==> config.mk <==
export PLATFORM = sky130hd
export DESIGN_NAME = io_bus_arbiter
export DESIGN_NICKNAME = d
export VERILOG_FILES = /design/src/rtl/io_bus_arbiter_pkg.sv /design/src/rtl/io_bus_arbiter_rr_pick.sv /design/src/rtl/io_bus_arbiter.sv
export SDC_FILE = /design/constraint.sdc
export NUM_CORES = 1
export LEC_CHECK = 0
export ABC_AREA = 1
export CORE_MARGIN = 5
export CORE_UTILIZATION = 28
export CTS_CLUSTER_DIAMETER = 200
export CTS_CLUSTER_SIZE = 12
export DETAILED_ROUTE_END_ITERATION = 7
export PLACE_DENSITY = 0.89
export RECOVER_POWER = 50
export SETUP_SLACK_MARGIN = 0.4
export SYNTH_ARGS = -nofsm -noshare
export SYNTH_HDL_FRONTEND = slang
export SYNTH_SLANG_ARGS = --single-unit
==> constraint.sdc <==
create_clock -name clk -period 1.4 [get_ports clk]
set_input_delay 0.21 -clock clk [delete_from_list [all_inputs] [get_ports clk]]
set_output_delay 0.21 -clock clk [all_outputs]
set_load 0.02 [all_outputs]
==> src/rtl/io_bus_arbiter_pkg.sv <==
// Shared widths, state encodings and types for the IO bus arbiter.
// Bus widths fall back to 32-bit address / 4-bit ctrl unless defined earlier.
`ifndef IO_BUS_WIDTH_ADDR
`define IO_BUS_WIDTH_ADDR 32
`endif
`ifndef IO_BUS_WIDTH_CTRL
`define IO_BUS_WIDTH_CTRL 4
`endif
`ifndef ARB_ST_IDLE
`define ARB_ST_IDLE 2'd0
`endif
`ifndef ARB_ST_GRANT
`define ARB_ST_GRANT 2'd1
`endif
`ifndef ARB_ST_TURN
`define ARB_ST_TURN 2'd2
`endif
`ifndef ARB_MAX_MASTERS
`define ARB_MAX_MASTERS 8
`endif

package io_bus_arbiter_pkg;

    localparam int ADDR_W      = `IO_BUS_WIDTH_ADDR;
    localparam int CTRL_W      = `IO_BUS_WIDTH_CTRL;
    localparam int MAX_MASTERS = `ARB_MAX_MASTERS;

    // Bit positions inside a master's ctrl slice.
    localparam int CTRL_WE       = 0;
    localparam int CTRL_TYPE_B   = 1;
    localparam int CTRL_TYPE_HB  = 2;
    localparam int CTRL_UNSIGNED = 3;

    typedef enum logic [1:0] {
        ST_IDLE  = `ARB_ST_IDLE,
        ST_GRANT = `ARB_ST_GRANT,
        ST_TURN  = `ARB_ST_TURN
    } arb_state_e;

endpackage

==> src/rtl/io_bus_arbiter_rr_pick.sv <==
// Combinational round-robin pick: first set request bit at or above ptr,
// wrapping around, found by rotating a doubled request vector.
module io_bus_arbiter_rr_pick #(
    parameter int N    = 2,
    parameter int ID_W = 1
) (
    input  logic [N-1:0]    req,
    input  logic [ID_W-1:0] ptr,
    output logic            found,
    output logic [ID_W-1:0] winner
);

    localparam logic [ID_W:0] N_VAL = (ID_W+1)'(N);

    logic [2*N-1:0]  doubled;
    logic [N-1:0]    rotated;
    logic [ID_W-1:0] offset;
    logic [ID_W:0]   sum;

    // Descending loop so the lowest rotated bit (closest to ptr) wins.
    always_comb begin
        doubled = {req, req} >> ptr;
        rotated = doubled[N-1:0];
        offset  = '0;
        for (int i = N - 1; i >= 0; i--) begin
            if (rotated[i]) begin
                offset = ID_W'(i);
            end
        end
        sum = {1'b0, ptr} + {1'b0, offset};
        if (sum >= N_VAL) begin
            sum = sum - N_VAL;
        end
        winner = sum[ID_W-1:0];
        found  = |req;
    end

endmodule

==> src/rtl/io_bus_arbiter.sv <==
// Round-robin IO bus arbiter with one-cycle turnaround between owners,
// tenure limit with preemption, and lock to protect atomic sequences.
module io_bus_arbiter
    import io_bus_arbiter_pkg::*;
#(
    parameter int N_MASTERS = 2,
    parameter int MAX_HOLD  = 16,
    parameter int HOLD_W    = $clog2(MAX_HOLD + 1),
    parameter int ID_W      = (N_MASTERS > 1) ? $clog2(N_MASTERS) : 1
) (
    input  logic                        clk,
    input  logic                        rst_n,
    input  logic [N_MASTERS-1:0]        req,
    input  logic [N_MASTERS-1:0]        lock,
    input  logic [N_MASTERS*ADDR_W-1:0] m_addr,
    input  logic [N_MASTERS*CTRL_W-1:0] m_ctrl,
    output logic [N_MASTERS-1:0]        gnt,
    output logic                        BG,
    output logic [ADDR_W-1:0]           bus_addr,
    output logic [CTRL_W-1:0]           bus_ctrl,
    output logic [ID_W-1:0]             owner_id,
    output logic                        busy
);

    localparam logic [HOLD_W-1:0]    HOLD_MAX = HOLD_W'(MAX_HOLD);
    localparam logic [ID_W-1:0]      LAST_ID  = ID_W'(N_MASTERS - 1);
    localparam logic [N_MASTERS-1:0] ONE_HOT0 = N_MASTERS'(1);

    arb_state_e            state, state_next;
    logic [N_MASTERS-1:0]  gnt_next;
    logic [ID_W-1:0]       owner_next;
    logic [ID_W-1:0]       rr_ptr, rr_ptr_next;
    logic [HOLD_W-1:0]     hold_cnt, hold_next;
    logic                  found;
    logic [ID_W-1:0]       winner;
    logic [N_MASTERS-1:0]  owner_mask;
    logic                  others_pending;
    logic                  release_bus;

    io_bus_arbiter_rr_pick #(
        .N    (N_MASTERS),
        .ID_W (ID_W)
    ) u_pick (
        .req    (req),
        .ptr    (rr_ptr),
        .found  (found),
        .winner (winner)
    );

    always_ff @(posedge clk or negedge rst_n) begin
        if (!rst_n) begin
            state    <= ST_IDLE;
            gnt      <= '0;
            owner_id <= '0;
            rr_ptr   <= '0;
            hold_cnt <= '0;
        end else begin
            state    <= state_next;
            gnt      <= gnt_next;
            owner_id <= owner_next;
            rr_ptr   <= rr_ptr_next;
            hold_cnt <= hold_next;
        end
    end

    // Owner gives up the bus when it drops req, or when its tenure is spent,
    // it is not locked and someone else is waiting.
    always_comb begin
        owner_mask     = ONE_HOT0 << owner_id;
        others_pending = |(req & ~owner_mask);
        release_bus    = !req[owner_id] ||
                         (!lock[owner_id] && (hold_cnt == HOLD_MAX) && others_pending);

        state_next  = state;
        gnt_next    = gnt;
        owner_next  = owner_id;
        rr_ptr_next = rr_ptr;
        hold_next   = hold_cnt;

        case (state)
            ST_IDLE, ST_TURN: begin
                if (found) begin
                    gnt_next   = ONE_HOT0 << winner;
                    owner_next = winner;
                    hold_next  = HOLD_W'(1);
                    state_next = ST_GRANT;
                end else begin
                    gnt_next   = '0;
                    state_next = ST_IDLE;
                end
            end
            ST_GRANT: begin
                if (release_bus) begin
                    gnt_next    = '0;
                    rr_ptr_next = (owner_id == LAST_ID) ? '0 : owner_id + ID_W'(1);
                    hold_next   = '0;
                    state_next  = ST_TURN;
                end else if (hold_cnt != HOLD_MAX) begin
                    hold_next = hold_cnt + HOLD_W'(1);
                end
            end
            default: begin
                gnt_next   = '0;
                state_next = ST_IDLE;
            end
        endcase
    end

    // Address/ctrl are forced to zero whenever nobody holds the bus.
    always_comb begin
        bus_addr = '0;
        bus_ctrl = '0;
        if (BG) begin
            bus_addr = m_addr[owner_id*ADDR_W +: ADDR_W];
            bus_ctrl = m_ctrl[owner_id*CTRL_W +: CTRL_W];
        end
    end

    assign BG   = |gnt;
    assign busy = (state != ST_IDLE);

endmodule

==> results.json <==
{
  "layout.cells.non_filler": 414,
  "design.die.area_um2": 5910,
  "layout-drive-gt1-share_pct": 58.0,
  "drt-pass1-iter-count": 4,
  "fmax_ghz": 0.626,
  "slowest_delay_ps": 420,
  "crit_family": "buffers and inverters",
  "clock_sinks": 11,
  "reg2reg_depth": 10,
  "via_count": 2132,
  "grt_use_total_pct": 21.8,
  "drv_cap": 0,
  "synth_cells": 206,
  "htreeDepth": 1,
  "cp_cell_sequence": "nor2_4 > buf_6 > buf_12 > buf_4 > a21oi_4 > buf_6",
  "synth_area_per_cell_um2": 6.07,
  "crit_slowest_cell": "dfrtp_2",
  "crit_top_cell": "buf_6",
  "end_kind": "output port",
  "drt_iter0_drc": 72,
  "fin_crit_sh_pct": 114,
  "status": "complete, but fails checks",
  "wl_per_cell_um": 19.9,
  "arrival_ps": 1390,
  "hpwlAfterDp_um": 4610,
  "async_flop_share_pct": 100,
  "fin_ws_ps": -199,
  "die_w_um": 76.8,
  "path_buf_inv": 4,
  "maxSlewHeadroom_pct": 62.0,
  "hold_path_class": "input pin to asynchronous set/reset pin",
  "antenna_cells": 0,
  "ys_seq_elements": 11,
  "coreArea_um2": 4350,
  "fin_nets": 443,
  "worst-r2r-setup-slack_ps": -150,
  "nFillCells": 213,
  "pin_count": 119,
  "detail_route.vias_per_cell": 5.15,
  "fp-row-count": 24,
  "yosys.area.top_type_share_pct": 27.9,
  "finalHoldViolCount": 0,
  "rr_endpoint": "gnt[1]",
  "wirelength_um": 8220,
  "cts_tree": "done",
  "worstSetupPathType": "register to output port",
  "detail-route-antenna-nets": 0,
  "gp_congestion": 0.783,
  "yosys_warnings": 0,
  "p_leak_uw": 0.00164,
  "grt_pass1_vias": 2213,
  "cp.required_ps": 1190,
  "synth_area_leaders": "nand2_1, dfrtp_1, a21oi_1, buf_6, inv_1",
  "rsz0062_at_grt": "true",
  "synth_edf_count": 0,
  "synth_nets": 286,
  "syn_area_um2": 1250,
  "start_kind": "register",
  "layout_min_cycle_time_ps": 1600,
  "start_util_pct": 28.7,
  "grt_pass1_wl_um": 10600,
  "path_clk_slew_ps": 60,
  "dp.cells": 381,
  "max-clock-path-buffers": 2,
  "clock_skew_ps": 4.31,
  "worst-path-max-fanout": 8,
  "maxSlewViolCount": 0,
  "antenna_found_initial": 0,
  "area_growth_pct": 203,
  "violations": "negative setup slack",
  "grt_max_degree": 27,
  "synth.distinct_cells": 25,
  "powerDensity_nw_per_um2": 2280,
  "grt_overflow": 0,
  "place_area_um2": 2960,
  "clk_latency_ps": 250,
  "synth_top_cell_by_area": "nand2_1",
  "layout_commonest_cell": "clkdlybuf4s50_1",
  "vdd_drop_max_uv": 1720,
  "synth-main-ff-cell": "dfrtp_1",
  "worst_slew_pin_slew_ps": 567,
  "mostFrequentLayoutCells": "clkdlybuf4s50_1, buf_6, nand2_1, nand2_2, a21oi_4",
  "setup_viol": 48,
  "remaining_drc_errors": 0,
  "r2r_start": "owner_id",
  "final_area_um2": 3790,
  "die_h_um": 76.8,
  "cts_buffers": 3,
  "yosysSeqAreaShare_pct": 22.0,
  "io_buffers": 118,
  "clockRootBuffer": "clkbuf_8"
}
==> synthesized netlist by cell type (2+ instances only) <==
master,count
o21ai_0,2
xor2_1,2
dfrtp_1,11
inv_1,12
nand4_1,4
a21oi_1,37
inv_2,5
nand2_4,2
buf_2,5
o21ai_2,3
buf_4,2
nand2_1,93
nand2_2,2
nor2_2,3
buf_6,5
ha_1,2
nand3_1,8
==> power by group <==
part | internal, uW | switching [uW]
clock network | 201 | 137
logic | 3860 | 3870
registers | 436 | 127
total | 4500 | 4140
==> metal layers <==
| metal | global-route usage (%) | vias to the layer above | wire length [um] |
|---|---|---|---|
| met1 | 22.8 | 1007 | 2820 |
| met5 | 0 | - | 0 |
| met2 | 40.4 | 130 | 4520 |
| met3 | 6.21 | 23 | 659 |
| li1 | - | 972 | - |
| met4 | 8.22 | 0 | 225 |
==> kinds of logic after synthesis <==
group	after synthesis	synth area share (%)
AO/OA/AOI/OAI	46	20.6
XOR/XNOR	2	1.40
adder cells (fa/ha/maj)	2	2.00
buffers and inverters	29	12.8
flip-flops	11	22.0
AND/OR/NAND/NOR	116	41.2
==> what timing repair did <==
action | 4_1_cts | 5_1_grt
setup buffers | 15 | 4
endpoints found under the hold margin | 0 | 0
cloned | 4 | 6
pin swaps | 8 | 12
setup endpoints to repair | 52 | 52
resized for setup | 292 | 66
hold buffers | 0 | 0
==> flip-flops by register name (all words and copies together), names as in the netlist <==
signal and count:
gnt 2, hold_cnt 5, owner_id 1, rr_ptr 1
state 2
==> area by class of cell <==
cell class,count,area [um^2],area share (%)
repair buffers,164,1860,49.1
multi-input cells,166,1470,38.7
flip-flops and latches,11,279,7.37
inverters,17,73.8,1.95
well taps,52,65.1,1.72
clock buffers,4,45.0,1.19
==> metrics by stage <==
stage | hold slack, ps | utilization, % | setup TNS (ps) | setup WS [ps] | total power (uW)
6_report | 396 | 87.0 | -6600 | -199 | 8630
5_1_grt | 434 | 87.0 | -9050 | -250 | 9060
4_1_cts | 329 | 77.6 | -4620 | -161 | 7520
3_5_place_dp | 526 | 67.9 | -13140 | -373 | 5860
3_3_place_gp | 494 | 67.9 | -12010 | -343 | 5750
2_1_floorplan | -85.6 | - | 0 | 132 | 3990
==> how the worst max path moves through the flow <==
stage | slack [ps] | endpoint | from | cells after the start
after floorplan | 130 | bus_addr[25] | owner_id | 4
after global placement | -340 | bus_addr[20] | owner_id | 4
after detailed placement | -370 | bus_addr[20] | owner_id | 4
after CTS | -160 | bus_addr[24] | gnt[1] | 6
after global routing | -250 | bus_addr[20] | gnt[0] | 6
final | -200 | bus_addr[20] | gnt[0] | 6
Note: power is estimated with default switching activity, not from simulation.
==> edit 1: new RTL, same settings <==
Compare `hold_cnt` against `HOLD_MAX` with >= in place of ==.
--- a/src/rtl/io_bus_arbiter.sv
+++ b/src/rtl/io_bus_arbiter.sv
@@ -70,5 +70,5 @@
         others_pending = |(req & ~owner_mask);
         release_bus    = !req[owner_id] ||
-                         (!lock[owner_id] && (hold_cnt == HOLD_MAX) && others_pending);
+                         (!lock[owner_id] && (hold_cnt >= HOLD_MAX) && others_pending);
 
         state_next  = state;
Behaviour: same outputs for any inputs over 10 cycles, from zero or initial values and one cycle with rst_n low; that may be too few to reach the edited logic, so the function may still have changed.
==> edit 1 against the original RTL <==
- the flow still finishes with violations (setup timing)
- final cell count is 2.9% lower
- area after synthesis stayed put
- sequential cell count stayed put
- cell area is 3.1% lower
- critical path type unchanged
- core utilization is 2.7 points lower
- worst setup slack worse by 0.010 ns
- clock skew hardly changed
- highest routed layer unchanged
- synthesized cell count is 3.4% lower
- routed wire length is 1.0% lower
- power is 3.0% lower
==> edit 1: results (changes against the original RTL) <==
INFO  metric outcome = finished with violations
INFO  metric failed_checks = setup timing
INFO  metric post_route_cells_drive_above_1_share = 50.3% (-7.7 points)
INFO  metric drt_wl_total = 8140 µm (-1.0%)
INFO  metric placed_cell_area = 2940 µm² (-0.47%)
INFO  metric synth-seq-area-share = 22.0% (unchanged)
INFO  metric vias_in_the_first_global_route = 2,225 (+0.54%)
INFO  metric cell_variety_after_synth = 26 (+4.0%)
INFO  metric yosys-top-cells-count = sky130_fd_sc_hd__nand2_1 (81), sky130_fd_sc_hd__a21oi_1 (27), sky130_fd_sc_hd__nand2_2 (13)
INFO  metric drt_iter0_markers = 100 (+39%)
INFO  metric gr-usage-met1 = 25.1% (+2.3 points)
INFO  metric p_switching = 4.03 mW (-2.6%)
INFO  metric max_slew.worst_pin.slew = 0.361 ns (-0.207 ns)
INFO  metric cellLeakagePower = 1.53 nW (-6.6%)
INFO  metric use_met3 = 5.85% (-0.35 points)
INFO  metric post_placement_cell_count = 375 (-1.6%)
INFO  metric grt_util_all_layers = 24.7% (+3.0 points)
INFO  metric global_routing_met2_resource_utilization = 47.9% (+7.5 points)
INFO  metric finalClockSkew = 0.00425 ns (-0.0000659 ns)
INFO  metric design.final.nets = 431 (-2.7%)
INFO  metric synth_area_leaders = sky130_fd_sc_hd__nand2_1 (24%), sky130_fd_sc_hd__dfrtp_1 (22%), sky130_fd_sc_hd__a21oi_1 (11%)
INFO  metric slew_viol_final = 0 (unchanged)
INFO  metric dp_hpwl = 4490 µm (-2.5%)
INFO  metric final_critical_path_setup_slack = -0.209 ns (-0.0100 ns)
INFO  metric routabilityCongestion = 0.825 (+5.4%)
INFO  metric fillCellCount = 201 (-5.6%)
INFO  metric instance_count_of_the_mapped_netlist = 199 (-3.4%)
INFO  metric synth-warning-count = 0 (unchanged)
INFO  metric timing.critical_path.fanout_max = 7 (-1)
INFO  metric grt_first_pass_wirelength = 11,800 µm (+10%)
INFO  metric drt-vias-per-instance = 5.17 (+0.42%)
INFO  metric net_count_after_synthesis = 279 (-2.4%)
INFO  metric setup-violations-final = 41 (-15%)
INFO  metric reg2reg_setup_slack = -0.06 ns (+0.09 ns)
INFO  metric grt_start_max_net_pins = 17 (-37%)
INFO  metric layoutNonFillerInstCount = 402 (-2.9%)
INFO  metric largest_registers = hold_cnt (5), gnt (2), state (2)
INFO  metric cts_root_buffer = sky130_fd_sc_hd__clkbuf_8
INFO  metric ir_drop = 1.42 mV (-17%)
## edit 1: cell count changes after synthesis, sizes merged, moves of 2 or more
cell    delta
inv        -4
buf        -2
o21ai      -3
clkinv     +3
nand2      -2
nand3      +2
## edit 1: power groups by stage
stage	Sequential (mW)	Combinational, mW	Clock [mW]
2_1_floorplan	0.616	3.20	0
3_3_place_gp	0.553	4.98	0
3_5_place_dp	0.560	5.09	0
4_1_cts	0.541	7.01	0.322
5_1_grt	0.568	7.82	0.343
6_report	0.554	7.50	0.317
## edit 1: cell families (layout without fill, tap and decap cells)
logic type,count (synthesis),count (layout),synth area share (%)
AO/OA/AOI/OAI,42,42,20.3
XOR/XNOR,2,2,1.40
adder cells (fa/ha/maj),2,2,2.00
buffers and inverters,26,177,10.9
flip-flops,11,11,22.0
AND/OR/NAND/NOR,116,116,43.4
## edit 1: area by class of cell
type | count | area (µm²) | share of cell area (%)
Inverter | 16 | 87.6 | 2.39
Sequential cell | 11 | 279 | 7.61
Timing Repair Buffer | 157 | 1830 | 49.9
Tap cell | 52 | 65.1 | 1.77
Clock buffer | 4 | 45.0 | 1.23
Multi-Input combinational cell | 162 | 1360 | 37.1
## edit 1: worst max-delay path, stage by stage (launching register included)
cell and delay (ns):
sky130_fd_sc_hd__dfrtp_2 0.42, sky130_fd_sc_hd__nor2_4 0.18, sky130_fd_sc_hd__buf_12 0.13, sky130_fd_sc_hd__buf_16 0.13, sky130_fd_sc_hd__buf_4 0.13, sky130_fd_sc_hd__a21oi_4 0.03, sky130_fd_sc_hd__buf_6 0.13
## edit 1: final timing paths
check,startpoint,endpoint,depth (start not counted)
setup / recovery,gnt[1],bus_addr[22],6
hold / removal,rst_n,rr_ptr,1
setup reg to reg,owner_id,hold_cnt[3],7
hold reg to reg,gnt[0],gnt[0],2
max in group asynchronous,rst_n,state[0],2
min in group clk,req[0],gnt[0],3
## edit 1: routing by layer
layer	wire, µm	up-vias
met5	0	-
met4	347	0
met3	664	32
met2	4360	122
met1	2770	979
li1	-	946
## edit 1: what timing repair did
| action | 4_1_cts | 5_1_grt |
|---|---|---|
| pin swaps | 15 | 7 |
| gates cloned | 6 | 1 |
| setup endpoints to repair | 52 | 52 |
| gates resized for setup | 297 | 25 |
| buffers inserted | 15 | 1 |
## edit 1: metrics by stage
stage          setup WS (ns)  utilization, %  hold WS, ns  TNS [ns]
2_1_floorplan          0.147               -      -0.0856         0
3_3_place_gp          -0.327            67.6        0.463    -11.31
3_5_place_dp          -0.366            67.6        0.465    -12.27
4_1_cts               -0.177            81.1        0.210     -5.09
5_1_grt               -0.254            84.2        0.310     -8.24
6_report              -0.209            84.2        0.286     -6.44
==> edit 2: new RTL, same flow settings <==
Without the edit above. Change the parameter `MAX_HOLD` from 16 to 64.
--- a/src/rtl/io_bus_arbiter.sv
+++ b/src/rtl/io_bus_arbiter.sv
@@ -5,5 +5,5 @@
 #(
     parameter int N_MASTERS = 2,
-    parameter int MAX_HOLD  = 16,
+    parameter int MAX_HOLD  = 64,
     parameter int HOLD_W    = $clog2(MAX_HOLD + 1),
     parameter int ID_W      = (N_MASTERS > 1) ? $clog2(N_MASTERS) : 1
Function: no difference found for any inputs over 10 cycles, from zero or initial values and one cycle with rst_n low; that may be too few to reach the edited logic, so the function may still have changed.
==> edit 2 against the original RTL <==
- the run still ends with setup timing left
- cell area fell by 3.3%
- non-clock buffer count did not move
- sequential power rose by 6.9%
- worst setup slack got worse by 0.018 ns
- sequential cell count rose by 2
- area after synthesis rose by 5.5%
- synthesized cell count rose by 8.7%
- first-iteration DRC count fell by 19%
- routed wire length fell by 1.3%
- highest routed layer unchanged
- clock skew fell by 0.00067 ns
- power fell by 6.7%
==> edit 2: results (changes against the original RTL) <==
INFO  metric net_count_after_synthesis = 304 (+6.3%)
INFO  metric yosys-top-cells-count = sky130_fd_sc_hd__nand2_1 (103), sky130_fd_sc_hd__a21oi_1 (36), sky130_fd_sc_hd__dfrtp_1 (13)
INFO  metric start_util = 28.3% (-0.41 points)
INFO  metric routabilityCongestion = 0.820 (+4.8%)
INFO  metric post_route_cells_drive_above_1_share = 45.4% (-13 points)
INFO  metric finalClockSkew = 0.00365 ns (-0.000666 ns)
INFO  metric placed_cell_area = 3190 µm² (+7.8%)
INFO  metric grt_first_pass_wirelength = 11,200 µm (+5.3%)
INFO  metric instance_count_of_the_mapped_netlist = 224 (+8.7%)
INFO  metric grt_start_max_net_pins = 23 (-15%)
INFO  metric failed_checks = setup timing
INFO  metric post_placement_cell_count = 412 (+8.1%)
INFO  metric synth_area_leaders = sky130_fd_sc_hd__nand2_1 (29%), sky130_fd_sc_hd__dfrtp_1 (25%), sky130_fd_sc_hd__a21oi_1 (14%)
INFO  metric synthesis.area = 1320 µm² (+5.5%)
INFO  metric drt_wl_total = 8120 µm (-1.3%)
INFO  metric setup-violations-final = 49 (+2.1%)
INFO  metric cellLeakagePower = 1.62 nW (-1.6%)
INFO  metric max_slew.worst_pin.slew = 0.752 ns (+0.185 ns)
INFO  metric ff_to_ff_path_depth = 8 (-2)
INFO  metric hold_class = primary input to flip-flop
INFO  metric preCtsSetupSlack = -0.366 ns (+0.00693 ns)
INFO  metric cell_variety_after_synth = 27 (+8.0%)
INFO  metric outcome = finished with violations
INFO  metric final_total_negative_setup_slack = -6.79 ns (-0.189 ns)
INFO  metric largest_registers = hold_cnt (7), gnt (2), state (2)
INFO  metric crit_arrival = 1.41 ns (+0.02 ns)
INFO  metric final_critical_path_setup_slack = -0.217 ns (-0.0182 ns)
INFO  metric timing.rr.end = hold_cnt[3]
INFO  metric fillCellCount = 277 (+30%)
INFO  metric dp_hpwl = 4980 µm (+8.1%)
INFO  metric synth-seq-area-share = 24.6% (+2.6 points)
edit 2: changes by cell type after synthesis, sizes merged, moves of 2 or more:
cell | before | now
buf | 12 | 9
clkbuf | 0 | 3
dfrtp | 11 | 13
inv | 17 | 15
nand2 | 97 | 107
nand3 | 9 | 14
nand3b | 0 | 2
nand4 | 4 | 1
nor2 | 5 | 11
o21ai | 6 | 3
xnor2 | 0 | 2
edit 2: kinds of logic (layout without fill, tap and decap cells):
logic type / after synthesis / in the layout / share of synthesized area (%)
AND/OR/NAND/NOR: 137 / 138 / 44.9
AO/OA/AOI/OAI: 42 / 42 / 17.5
buffers and inverters: 27 / 183 / 9.00
flip-flops: 13 / 13 / 24.6
XOR/XNOR: 3 / 3 / 1.99
adder cells (fa/ha/maj): 2 / 2 / 1.90
edit 2: how the worst max path moves through the flow:
stage	from	end	slack (ns)	depth (start not counted)
after floorplan	hold_cnt[0]	hold_cnt[2]	0.06	9
after global placement	m_addr[41]	bus_addr[9]	-0.35	4
after CTS	owner_id	bus_ctrl[1]	-0.17	5
after detailed placement	m_addr[60]	bus_addr[28]	-0.37	4
after global routing	owner_id	hold_cnt[3]	-0.25	8
final	owner_id	bus_addr[19]	-0.22	5
edit 2: final cells by class:
cell class	count	area (µm²)	share of cell area [%]
flip-flops and latches	13	329	8.99
well taps	54	67.6	1.84
clock buffers	4	45.0	1.23
repair buffers	164	1760	48.1
inverters	15	71.3	1.95
multi-input cells	185	1390	37.9
edit 2: timing repair:
item / 4_1_cts / 5_1_grt
setup endpoints to repair: 54 / 54
pin swaps: 3 / 4
gates resized for setup: 263 / 23
gates cloned: 3 / 4
buffers inserted: 4 / 8
edit 2: where the power goes:
group | switching, mW | internal, mW | total [mW]
sequential | 0.108 | 0.494 | 0.602
combinational | 3.69 | 3.41 | 7.09
clock | 0.156 | 0.202 | 0.357
total | 3.95 | 4.10 | 8.05
edit 2: critical path, cell delays in order, from the launching register on:
cell and delay, ns:
sky130_fd_sc_hd__dfrtp_2 0.44, sky130_fd_sc_hd__buf_4 0.15, sky130_fd_sc_hd__clkbuf_16 0.15, sky130_fd_sc_hd__nand2_1 0.11, sky130_fd_sc_hd__a21oi_4 0.17, sky130_fd_sc_hd__buf_6 0.13
edit 2: through the flow:
step,power (mW),hold WS (ns)
after detailed placement,6.11,0.501
final,8.05,0.422
after global placement,6.00,0.496
after CTS,7.16,0.278
after global routing,8.42,0.450
after floorplan,4.08,-0.0856
edit 2: routing by layer:
layer	global-route usage (%)	share of wire, %	up-vias
met1	22.6	35	1036
li1	-	-	1029
met5	0	0	-
met2	43.1	55	98
met3	7.22	7.5	16
met4	7.87	2.4	0
